--- src/rtl/inc_node_multi_if.sv ---
// inc_node_multi_if: slave write port and master transfer port of the increment node.
interface inc_node_multi_if #(parameter int DATA_W = 8);
  logic [DATA_W-1:0] s_data;
  logic              s_write_en_in;
  logic              m_tx_done;
  logic [DATA_W-1:0] m_data_out;
  logic [1:0]        m_instruction;
  modport master (input s_data, s_write_en_in, m_tx_done, output m_data_out, m_instruction);
  modport slave (output s_data, s_write_en_in, m_tx_done, input m_data_out, m_instruction);
endinterface

--- src/rtl/inc_node_multi.sv ---
// inc_node_multi: buffers bus words, shows them in hex, applies an op after a dwell and forwards them.
module inc_node_multi #(
  parameter int DATA_W       = 8,
  parameter int FIFO_DEPTH   = 4,
  parameter int DELAY_CYCLES = 22,
  parameter int STEP         = 1,
  parameter int TX_TIMEOUT   = 1023
) (
  input  logic                         clk,
  input  logic                         reset,
  input  logic                         mode_switch,
  input  logic                         button,
  input  logic [1:0]                   op_sel,
  input  logic [DATA_W-1:0]            sw_array_data,
  inc_node_multi_if.master             bus,
  output logic [7*(DATA_W/4)-1:0]      display_pins,
  output logic                         busy,
  output logic                         fifo_full,
  output logic                         overflow,
  output logic                         tx_timeout
);
  localparam int ND = DATA_W / 4;
  localparam int AW = $clog2(FIFO_DEPTH);
  localparam int CW = AW + 1;
  localparam int DW = $clog2(DELAY_CYCLES + 2);
  localparam int TW = $clog2(TX_TIMEOUT + 2);
  localparam logic [6:0] SEG [16] = '{7'h40, 7'h79, 7'h24, 7'h30, 7'h19, 7'h12, 7'h02, 7'h78,
                                      7'h00, 7'h10, 7'h08, 7'h03, 7'h46, 7'h21, 7'h06, 7'h0E};
  typedef enum logic [1:0] {IDLE, DELAY, SEND} state_t;
  state_t            state_q, state_d;
  logic [DATA_W-1:0] disp_q, disp_d, data_q, data_d;
  logic [DW-1:0]     delay_q, delay_d;
  logic [TW-1:0]     tx_q, tx_d;
  logic [1:0]        instr_q, instr_d;
  logic [CW-1:0]     cnt_q, cnt_d;
  logic [AW-1:0]     rd_q, rd_d, wr_q, wr_d;
  logic              ovf_q, ovf_d, tmo_q, tmo_d, pend_q, pend_d, btn_q;
  logic [DATA_W-1:0] mem_q [FIFO_DEPTH];
  logic              pop, push, push_req, accept;
  function automatic logic [DATA_W-1:0] apply_op(input logic [1:0] op, input logic [DATA_W-1:0] v);
    return op == 2'b00 ? v + DATA_W'(1) : op == 2'b01 ? v - DATA_W'(1) :
           op == 2'b10 ? v + DATA_W'(STEP) : v;
  endfunction
  assign pop      = state_q == IDLE && cnt_q != '0;
  assign accept   = state_q == IDLE && cnt_q == '0 && pend_q;
  assign push_req = bus.s_write_en_in && mode_switch;
  // a pop in the same cycle frees the slot a full FIFO would otherwise refuse
  assign push     = push_req && (cnt_q != CW'(FIFO_DEPTH) || pop);
  always_comb begin
    cnt_d   = cnt_q + CW'(push) - CW'(pop);
    wr_d    = push ? wr_q + AW'(1) : wr_q;
    rd_d    = pop ? rd_q + AW'(1) : rd_q;
    ovf_d   = ovf_q | (push_req & ~push);
    pend_d  = pend_q ? ~accept : button & ~btn_q & mode_switch;
    state_d = state_q;
    disp_d  = disp_q;
    delay_d = delay_q;
    tx_d    = tx_q;
    data_d  = data_q;
    instr_d = 2'b00;
    tmo_d   = tmo_q;
    case (state_q)
      IDLE: begin
        if (pop) begin
          disp_d  = mem_q[rd_q];
          delay_d = '0;
          state_d = DELAY;
        end else if (accept) begin
          disp_d  = sw_array_data;
          tx_d    = '0;
          state_d = SEND;
        end
      end
      DELAY: begin
        delay_d = delay_q + DW'(1);
        if (delay_q == DW'(DELAY_CYCLES)) begin
          disp_d  = apply_op(op_sel, disp_q);
          tx_d    = '0;
          state_d = SEND;
        end
      end
      SEND: begin
        data_d = disp_q;
        tx_d   = tx_q + TW'(1);
        if (bus.m_tx_done) state_d = IDLE;
        else if (TX_TIMEOUT != 0 && tx_q == TW'(TX_TIMEOUT)) begin
          tmo_d   = 1'b1;
          state_d = IDLE;
        end else instr_d = 2'b10;
      end
      default: state_d = IDLE;
    endcase
  end
  always_ff @(posedge clk or posedge reset) begin
    if (reset) begin
      state_q <= IDLE;
      disp_q  <= '0;
      data_q  <= '0;
      delay_q <= '0;
      tx_q    <= '0;
      instr_q <= '0;
      cnt_q   <= '0;
      rd_q    <= '0;
      wr_q    <= '0;
      ovf_q   <= 1'b0;
      tmo_q   <= 1'b0;
      pend_q  <= 1'b0;
      btn_q   <= 1'b0;
    end else begin
      state_q <= state_d;
      disp_q  <= disp_d;
      data_q  <= data_d;
      delay_q <= delay_d;
      tx_q    <= tx_d;
      instr_q <= instr_d;
      cnt_q   <= cnt_d;
      rd_q    <= rd_d;
      wr_q    <= wr_d;
      ovf_q   <= ovf_d;
      tmo_q   <= tmo_d;
      pend_q  <= pend_d;
      btn_q   <= button;
    end
  end
  always_ff @(posedge clk) begin
    if (push) mem_q[wr_q] <= bus.s_data;
  end
  for (genvar k = 0; k < ND; k++) begin : g_dig
    assign display_pins[7*k +: 7] = SEG[disp_q[4*k +: 4]];
  end
  assign bus.m_data_out    = data_q;
  assign bus.m_instruction = instr_q;
  assign busy              = state_q != IDLE;
  assign fifo_full         = cnt_q == CW'(FIFO_DEPTH);
  assign overflow          = ovf_q;
  assign tx_timeout        = tmo_q;
endmodule

--- src/flat_wrapper.sv ---
// flat-port wrapper written by rule: the top's interface ports become plain ports
module inc_node_multi_flat 
#(
  parameter int DATA_W       = 8,
  parameter int FIFO_DEPTH   = 4,
  parameter int DELAY_CYCLES = 22,
  parameter int STEP         = 1,
  parameter int TX_TIMEOUT   = 1023
)
  (clk, reset, mode_switch, button, op_sel, sw_array_data, display_pins, busy, fifo_full, overflow, tx_timeout, bus_s_data, bus_s_write_en_in, bus_m_tx_done, bus_m_data_out, bus_m_instruction);
  inc_node_multi_if #(.DATA_W(DATA_W)) bus_i ();
  input  logic clk;
  input  logic reset;
  input  logic mode_switch;
  input  logic button;
  input  logic [1:0] op_sel;
  input  logic [DATA_W-1:0] sw_array_data;
  output logic [7*(DATA_W/4)-1:0] display_pins;
  output logic busy;
  output logic fifo_full;
  output logic overflow;
  output logic tx_timeout;
  input wire logic [$bits(bus_i.s_data)-1:0] bus_s_data;
  input wire logic [$bits(bus_i.s_write_en_in)-1:0] bus_s_write_en_in;
  input wire logic [$bits(bus_i.m_tx_done)-1:0] bus_m_tx_done;
  output wire logic [$bits(bus_i.m_data_out)-1:0] bus_m_data_out;
  output wire logic [$bits(bus_i.m_instruction)-1:0] bus_m_instruction;
  assign bus_i.s_data = bus_s_data;
  assign bus_i.s_write_en_in = bus_s_write_en_in;
  assign bus_i.m_tx_done = bus_m_tx_done;
  assign bus_m_data_out = bus_i.m_data_out;
  assign bus_m_instruction = bus_i.m_instruction;
  inc_node_multi #(.DATA_W(DATA_W), .FIFO_DEPTH(FIFO_DEPTH), .DELAY_CYCLES(DELAY_CYCLES), .STEP(STEP), .TX_TIMEOUT(TX_TIMEOUT)) u_core (.clk(clk), .reset(reset), .mode_switch(mode_switch), .button(button), .op_sel(op_sel), .sw_array_data(sw_array_data), .bus(bus_i), .display_pins(display_pins), .busy(busy), .fifo_full(fifo_full), .overflow(overflow), .tx_timeout(tx_timeout));
endmodule
--- config.mk ---
export PLATFORM = sky130hd
export DESIGN_NAME = inc_node_multi_flat
export DESIGN_NICKNAME = d
export VERILOG_FILES = /design/src/rtl/inc_node_multi_if.sv /design/src/rtl/inc_node_multi.sv /design/src/flat_wrapper.sv
export SDC_FILE = /design/constraint.sdc
export NUM_CORES = 1
export LEC_CHECK = 0
export ABC_CLOCK_PERIOD_IN_PS = 2300
export BUFFER_PORTS_ARGS = -buffer_cell sky130_fd_sc_hd__clkbuf_2
export CAP_MARGIN = 20
export CELL_PAD_IN_SITES_DETAIL_PLACEMENT = 1
export CELL_PAD_IN_SITES_GLOBAL_PLACEMENT = 1
export CORE_ASPECT_RATIO = 1.4
export CORE_UTILIZATION = 45
export CTS_CLUSTER_DIAMETER = 150
export DETAILED_ROUTE_END_ITERATION = 8
export GPL_TIMING_DRIVEN = 0
export PLACE_DENSITY_LB_ADDON = 0.1
export SLEW_MARGIN = 20
export SYNTH_ARGS = -nofsm -noshare
export SYNTH_HDL_FRONTEND = slang
export SYNTH_SLANG_ARGS = --single-unit
--- constraint.sdc ---
create_clock -name clk -period 2.3 [get_ports clk]
set_input_delay 0.23 -clock clk [delete_from_list [all_inputs] [get_ports clk]]
set_output_delay 0.23 -clock clk [all_outputs]
set_load 0.005 [all_outputs]
==> results of run 1 <==
worst max-delay path, stage by stage (launching register included):
cell        delay [ns]
dfrtp_1           0.41
buf_6             0.17
clkinvlp_4        0.17
ha_4              0.32
inv_1             0.04
mux4_2            0.43
clkbuf_2          0.12
routing by layer:
layer	share of wire	vias up	track usage
met3	0.030	11	0.0421
li1	-	1470	-
met1	0.42	1551	0.261
met5	0	-	0
met4	0.016	0	0.0816
met2	0.54	47	0.391
final timing paths:
kind / from / to / slack [ns] / depth (start not counted)
max: u_core.disp_q[0]$_DFFE_PP0P_ / display_pins[3] / 0.07 / 6
min: button / u_core.btn_q$_DFF_PP0_ / 0.02 / 1
max reg2reg: u_core.state_q[1]$_DFFE_PP0P_ / u_core.cnt_q[1]$_DFF_PP0_ / 0.25 / 6
min reg2reg: u_core.tx_timeout$_DFFE_PP0P_ / u_core.tx_timeout$_DFFE_PP0P_ / 0.47 / 1
max in group asynchronous: reset / u_core.disp_q[4]$_DFFE_PP0P_ / 1.35 / 4
min in group asynchronous: reset / u_core.tx_q[9]$_DFFE_PP0P_ / 0.43 / 3
layout by cell type (no fill, tap or decap), types with 4 or more instances in the layout:
cell type | synthesis | layout
mux2i_1 | 5 | 5
inv_1 | 15 | 13
a22o_1 | 6 | 6
o22ai_1 | 6 | 6
and2_2 | 0 | 4
ha_1 | 20 | 19
clkbuf_1 | 9 | 7
nand2_1 | 34 | 34
mux4_2 | 10 | 10
or3_1 | 5 | 5
o21ai_0 | 28 | 28
nor2b_1 | 6 | 6
nand3_1 | 9 | 9
dfrtp_1 | 46 | 43
a31oi_1 | 5 | 5
edfxtp_1 | 32 | 32
buf_2 | 5 | 5
nor3_1 | 8 | 7
clkbuf_2 | 1 | 51
a21oi_1 | 18 | 18
clkbuf_16 | 0 | 9
nor2_1 | 25 | 23
xnor2_1 | 12 | 12
metrics by stage:
| stage | total power, W | instances | utilization | setup TNS [ns] |
|---|---|---|---|---|
| after detailed placement | 0.00483 | 524 | 0.518 | -1.88 |
| final | 0.00653 | 542 | 0.565 | 0 |
| after CTS | 0.00650 | 541 | 0.560 | 0 |
| after global routing | 0.00700 | 542 | 0.565 | -0.00242 |
| after floorplan | 0.00394 | 368 | - | 0 |
| after global placement | 0.00470 | 523 | 0.516 | -0.00747 |
what timing repair did:
item,in CTS,in global routing
endpoints found under the setup margin,34,20
hold buffers,1,0
gates resized for setup,7,13
hold endpoints to repair,19,0
buffers inserted,0,2
report_power, final:
part	internal (W)	switching, W	total, W
Clock	0.00105	0.000564	0.00162
Combinational	0.00127	0.00152	0.00279
Sequential	0.00180	0.000323	0.00213
kinds of logic (layout without fill, tap and decap cells):
kind of cell,Yosys count,after routing,share of synthesized area
simple gates,112,112,0.138
compound gates,90,90,0.141
flops,78,78,0.514
buf+inv,37,106,0.0435
fa+ha+maj,21,21,0.0658
mux,15,15,0.0670
xor+xnor,14,14,0.0298
other cells,1,1,0.000913
final cells by class:
type | count | area [um2]
inverter | 18 | 75.1
multi-input combinational | 253 | 1850
buffer | 18 | 115
sequential | 78 | 2120
clock buffer | 9 | 225
tap | 105 | 131
fill | 938 | 3790
timing repair buffer | 54 | 295
clock inverter | 7 | 113
registers in the layout, indices dropped and copies added (netlist names):
register and flops:
u_core.overflow 1, u_core.state_q 2, u_core.wr_q 2, u_core.tx_timeout 1
u_core.tx_q 11, u_core.rd_q 2, u_core.cnt_q 3, u_core.pend_q 1
u_core.delay_q 5, u_core.disp_q 8, u_core.mem_q 32, u_core.btn_q 1
u_core.bus.m_instruction 1, u_core.bus.m_data_out 8
==> results.rst, run 1 <==
.. list-table::
   :header-rows: 1

   * - Metric
     - Value
   * - Run status
     - finished, final reports clean
   * - Vias
     - about 3.1k
   * - Syn nets
     - between 400 and 500
   * - Number of synthesized flops with an enable pin
     - 32
   * - Wire length of the first global-routing pass
     - roughly 16 mm
   * - Cell area after placement
     - 4510 um2
   * - Max Clk Rate
     - 449 MHz
   * - Pin slew with the least headroom to its limit
     - 0.643 ns
   * - Most instantiated library cell after synthesis
     - dfrtp_1
   * - Cells after synthesis
     - 368
   * - TritonCTS clock tree
     - yes
   * - # rows
     - 40
   * - Clk slew on worst S/H paths
     - ~0.060 ns
   * - Global-route usage over all layers
     - 0.221
   * - Total of buffers placed on input and output ports
     - 50
   * - Fin. max-slew vios
     - 0
   * - Data required time at the worst endpoint
     - 2.07 ns
   * - Final setup violation count
     - 0
   * - Final critical delay including setup and external delays
     - 2.23 ns
   * - Number of iterations in the first detailed-routing pass
     - 4
   * - Warning count from the yosys run
     - 0
   * - Number of max-cap violations
     - 0
   * - Top cell types by occurrence after synthesis
     - dfrtp_1, nand2_1, edfxtp_1, o21ai_0, nor2_1
   * - Post-Place Worst Slack
     - -0.0785 ns
   * - Number of hold violations in the final report
     - 0
   * - Worst hold margin
     - 0.0150 ns
   * - Fraction of post-synthesis cell area in the top cell type by area
     - 0.280
   * - Type of the most critical hold path
     - primary input to flip-flop
   * - Effective utilization at floorplan
     - 0.472
   * - Power density over the cells
     - roughly 1300 nW/um2
   * - Fin Clk Skew
     - between 0.003 and 0.004 ns
   * - Maximum level of the CTS H-tree
     - 3
   * - Via density per instance
     - 5.68
   * - Synth area leaders
     - dfrtp_1, edfxtp_1, ha_1
   * - Maximum number of pins on one net before global-route repair
     - 28
   * - Category of the worst setup path capture point
     - output pin
   * - Clock tree buffer depth
     - 2
   * - Drt total wl
     - 9.57 mm
   * - CTS buffer count
     - 9
   * - Final standard cell area without fillers
     - about 4900 um2
   * - Buffer cell driving the clock tree root
     - clkbuf_16
   * - Inserted Diodes
     - 0
   * - Average wire length per cell after detail routing
     - 17.7 um
   * - Die footprint
     - 9520 um2
   * - Unique masters post-synth
     - 56
   * - Sequential-to-total area share from yosys stat
     - 0.514
   * - Worst VDD drop
     - just over 600 uV
   * - Total congestion overflow
     - 0
   * - P&R area growth vs syn
     - 19.8%
   * - Total standard cell area after synthesis
     - 4110 um2
   * - DRC marker count from the first detailed-route iteration
     - 154
   * - Half-perimeter wire length of the detailed placement result
     - about 7.0 mm
   * - Worst Path Class, Setup
     - flip-flop to output pin
   * - Nets
     - roughly 480
   * - Async set or reset register ratio after synthesis
     - 0.590
   * - Most frequently used flop master after synthesis
     - dfrtp_1
   * - Largest fanout of any net on the critical path
     - 8
   * - Top-level I/O count
     - 52
   * - Part of the cycle the worst path needs
     - 0.968
   * - Kind of launch point of the worst setup path
     - flip-flop
   * - Mean instance size in the synthesized netlist
     - 11.2 um2
   * - Die X-Extent
     - roughly 83 um
   * - Final worst-path setup slack
     - ~0.072 ns
   * - Number of antenna-violating nets in the routed design
     - 0
   * - Final weighted congestion of routability-driven global placement
     - 0.785
   * - Area inside the core boundary
     - 8710 um2
   * - Remaining DRCs
     - 0
   * - Count of state elements after synthesis
     - between 70 and 80
   * - Initial antenna violation count
     - 0
   * - Share of post-route cells with drive strength above 1
     - 0.259
   * - Vertical die dimension
     - 115 um
   * - Worst slew slack as a fraction of its limit
     - 0.571
   * - Data arrival, critical path
     - 2.00 ns
   * - Leakage component of the power
     - 2.08 nW
   * - Biggest area consumer among synthesized cells
     - dfrtp_1
   * - Via count of the first global-routing pass
     - ~3.2k
   * - Clock insertion delay at the later pin of the skew report
     - 0.34 ns
   * - Clk sink count
     - 78
No activity file was read; power rests on OpenSTA's default activity.
==> inputs of run 2 (changes only) <==
- ABC_AREA: unset -> 1
- CORE_UTILIZATION: 45 -> 40
- SLEW_MARGIN: 20 -> 0
==> run 2 against run 1 <==
Net effect:
- power is 2.0% higher
- cell area is 2.8% higher
- critical path depth is 2 lower
- sequential share of layout area is 1.2 points lower
- clock power is 14% lower
- worst hold slack hardly changed
- worst setup slack better by 0.13 ns
- count of clock-buffer cells in the layout is 2 higher
- via count is 19% higher
- sequential power hardly changed
- non-clock buffer count is 6 lower
- sequential cell count stayed put
- largest power group unchanged
==> results.rst, run 2 <==
.. list-table::
   :header-rows: 1

   * - Metric
     - Value
   * - Power density over the cells
     - 1320 nW/um2 (-0.82%)
   * - Data arrival, critical path
     - 1.87 ns (-0.13 ns)
   * - Total negative slack
     - 0 ns (unchanged)
   * - Most instantiated library cell after synthesis
     - nand2_1
   * - Worst Path Class, Setup
     - flip-flop to output pin
   * - Kind of launch point of the worst setup path
     - flip-flop
   * - Die footprint
     - 11,200 um2 (+18%)
   * - Final setup violation count
     - 0 (unchanged)
   * - Top-level I/O count
     - 52 (unchanged)
   * - Fin Clk Skew
     - 0.00747 ns (+0.00388 ns)
   * - Buffer cell driving the clock tree root
     - clkbuf_16
   * - Largest fanout of any net on the critical path
     - 11 (+3)
   * - Leakage component of the power
     - 2.33 nW (+12%)
   * - Sequential-to-total area share from yosys stat
     - 0.490 (-0.0243)
   * - RSZ-0062 raised after global routing
     - false
   * - Largest register by flop count
     - u_core.mem_q
   * - Die X-Extent
     - 89.8 um (+8.5%)
   * - XOR/XNOR share of the synthesized area
     - 0.0183 (-0.0116)
   * - Cells after synthesis
     - 516 (+40%)
   * - Warning count from the yosys run
     - 0 (unchanged)
   * - Top cell types by occurrence after synthesis
     - nand2_1, nand3_1, nor2_1, inv_1, dfrtp_1
   * - Clock tree buffer depth
     - 2 (unchanged)
   * - Most frequently used flop master after synthesis
     - dfrtp_1
   * - Fraction of post-synthesis cell area in the top cell type by area
     - 0.267 (-0.0132)
   * - Worst VDD drop
     - 736 uV (+19%)
   * - Remaining DRCs
     - 0 (unchanged)
   * - Total congestion overflow
     - 0 (unchanged)
   * - Clk sink count
     - 78 (unchanged)
   * - Most common cell after layout, fill and taps aside
     - nand2_1
   * - Global-route usage over all layers
     - 0.213 (-0.00827)
   * - Area inside the core boundary
     - 10,400 um2 (+19%)
   * - Pin slew with the least headroom to its limit
     - 0.802 ns (+0.158 ns)
   * - Synth area leaders
     - dfrtp_1, edfxtp_1, nand2_1
   * - Part of the cycle the worst path needs
     - 0.914 (-0.0545)
   * - Maximum level of the CTS H-tree
     - 3 (unchanged)
   * - Clk slew on worst S/H paths
     - 0.06 ns (about the same)
   * - Delay of the slowest cell on the worst path
     - 0.54 ns (+0.11 ns)
   * - Nets
     - 624 (+31%)
   * - Biggest registers after layout
     - u_core.mem_q x32, u_core.tx_q x11
   * - Count of state elements after synthesis
     - 78 (unchanged)
   * - Number of synthesized flops with an enable pin
     - 32 (unchanged)
   * - Vertical die dimension
     - 125 um (+8.5%)
   * - Type of the most critical hold path
     - primary input to flip-flop
   * - Worst-path cell chain
     - clkinv_2 -> ha_1 -> o221ai_1 -> clkbuf_2
   * - Max Clk Rate
     - 476 MHz (+6.0%)
   * - Commonest cells after routing, fill and taps aside
     - nand2_1, nand3_1, nor2_1, clkbuf_2
   * - DRC marker count from the first detailed-route iteration
     - 153 (-0.65%)
   * - Wire length of the first global-routing pass
     - 19.1 mm (+22%)
   * - # rows
     - 44 (+10%)
   * - Number of iterations in the first detailed-routing pass
     - 4 (unchanged)
   * - Compound-Gate Fraction of Synth Area
     - 0.101 (-0.0406)
   * - Final critical delay including setup and external delays
     - 2.10 ns (-0.125 ns)
   * - Category of the worst setup path capture point
     - output pin
   * - Number of hold violations in the final report
     - 0 (unchanged)
   * - Run status
     - finished, final reports clean
   * - Drt total wl
     - 10.9 mm (+13%)
   * - Half-perimeter wire length of the detailed placement result
     - 8.10 mm (+15%)
   * - Final weighted congestion of routability-driven global placement
     - 0.815 (+3.9%)
   * - P&R area growth vs syn
     - 17.3%
   * - Async set or reset register ratio after synthesis
     - 0.590 (unchanged)
   * - Largest register FFs
     - 32 (unchanged)
   * - TritonCTS clock tree
     - yes
   * - Effective utilization at floorplan
     - 0.415 (-0.0573)
   * - Fin. max-slew vios
     - 0 (unchanged)
   * - Maximum number of pins on one net before global-route repair
     - 35 (+25%)
   * - Data required time at the worst endpoint
     - 2.07 ns (about the same)
   * - Inserted Diodes
     - 0 (unchanged)
   * - Average wire length per cell after detail routing
     - 15.0 um (-15%)
   * - Mux cell area share after synthesis
     - 0 (-0.0670)
   * - Clock insertion delay at the later pin of the skew report
     - 0.34 ns (about the same)
   * - Biggest area consumer among synthesized cells
     - dfrtp_1
   * - Total of buffers placed on input and output ports
     - 50 (unchanged)
   * - Simple-gate share of the synthesized area
     - 0.257 (+0.119)
   * - Slowest CP cell
     - dfrtp_1
   * - Main combinational cell family by area after synthesis
     - simple AND/OR/NAND/NOR gates
   * - Post-synthesis share of cell area spent on full adders, half adders and majority gates
     - 0.0627 (-0.00311)
   * - Number of antenna-violating nets in the routed design
     - 0 (unchanged)
   * - Mean instance size in the synthesized netlist
     - 8.36 um2 (-25%)
   * - Post-CTS setup buffer count
     - 0 (unchanged)
   * - CTS buffer count
     - 9 (unchanged)
   * - Number of max-cap violations
     - 0 (unchanged)
   * - Initial antenna violation count
     - 0 (unchanged)
   * - Via density per instance
     - 5.09 (-10%)
   * - Total standard cell area after synthesis
     - 4310 um2 (+5.0%)
   * - Via count of the first global-routing pass
     - 4,010 (+25%)
   * - Worst slew slack as a fraction of its limit
     - 0.464 (-0.108)
   * - Vias
     - 3,678 (+19%)
   * - Syn nets
     - 561 (+36%)
   * - Share of post-route cells with drive strength above 1
     - 0.173 (-0.0856)
   * - Total power draw
     - 0.00666 W (+2.0%)
   * - Unique masters post-synth
     - 37 (-34%)
==> run 2: cell types whose count changed after synthesis, moves of 9 or more <==
cell	previous run	this run
nand2_1	34	130
inv_1	15	47
mux4_2	10	0
inv_2	0	9
nand3_1	9	58
o21ai_0	28	43
nor2_1	25	50
xnor2_1	12	2
==> run 2: path summary, 6_finish.rpt <==
| kind | from | to | slack [ns] | cells after the start |
|---|---|---|---|---|
| min in group asynchronous | reset | u_core.tx_q[3]$_DFFE_PP0P_ | 0.41 | 3 |
| hold / removal | button | u_core.btn_q$_DFF_PP0_ | 0.01 | 1 |
| hold reg to reg | u_core.tx_timeout$_DFFE_PP0P_ | u_core.tx_timeout$_DFFE_PP0P_ | 0.46 | 1 |
| setup reg to reg | u_core.state_q[1]$_DFFE_PP0P_ | u_core.mem_q[1][0]$_DFFE_PP_ | 0.29 | 5 |
| max in group asynchronous | reset | u_core.disp_q[0]$_DFFE_PP0P_ | 1.39 | 4 |
| setup / recovery | u_core.disp_q[4]$_DFFE_PP0P_ | display_pins[10] | 0.20 | 4 |
==> run 2: cell families (layout without fill, tap and decap cells) <==
family / count (synthesis) / in the layout
flip-flops: 78 / 78
AND/OR/NAND/NOR: 257 / 257
buffers and inverters: 73 / 141
other: 1 / 1
adder cells (fa/ha/maj): 21 / 21
XOR/XNOR: 9 / 9
AO/OA/AOI/OAI: 77 / 77
==> run 2: cell type report <==
class,count,area (um2)
Buffer,14,83.8
Clock buffer,11,233
Clock inverter,5,60.1
Fill cell,1290,5350
Inverter,59,223
Multi-Input combinational cell,365,1900
Sequential cell,78,2110
Tap cell,138,173
Timing Repair Buffer,52,280
==> run 2: report_power, final <==
part	internal (W)	switching, W	leakage [nW]
clock	0.000842	0.000551	0.140
combinational	0.00111	0.00204	1.32
sequential	0.00181	0.000301	0.868
total	0.00377	0.00290	2.33
==> run 2: what timing repair did <==
action / in CTS / in global routing
endpoints found under the setup margin: 1 / 0
hold buffers: 1 / 0
gates resized for setup: 1 / 0
endpoints found under the hold margin: 12 / 0
==> run 2: metal layers <==
layer,global-route usage,vias to the layer above,wire [um]
li1,-,1834,-
met1,0.238,1773,4500
met2,0.399,55,5870
met3,0.0360,16,272
met4,0.0800,0,221
met5,0,-,0
==> run 2: critical path: cells and delay by family (launching register included) <==
family / cells / cell delay (ns)
compound gates: 1 / 0.20
flops: 1 / 0.54
fa+ha+maj: 1 / 0.39
buf+inv: 2 / 0.41
==> run 2: per-stage QoR <==
step                      utilization  instances  hold WS (ns)  worst slack (ns)  instance area, um2
final                           0.486        722        0.0147             0.198                5060
after global routing            0.486        722        0.0148            0.0487                5060
after global placement          0.455        704         0.355             0.276                4740
after floorplan                     -        516         0.261             0.544                4310
after CTS                       0.486        722       0.00909             0.174                5060
after detailed placement        0.457        705         0.191             0.287                4760
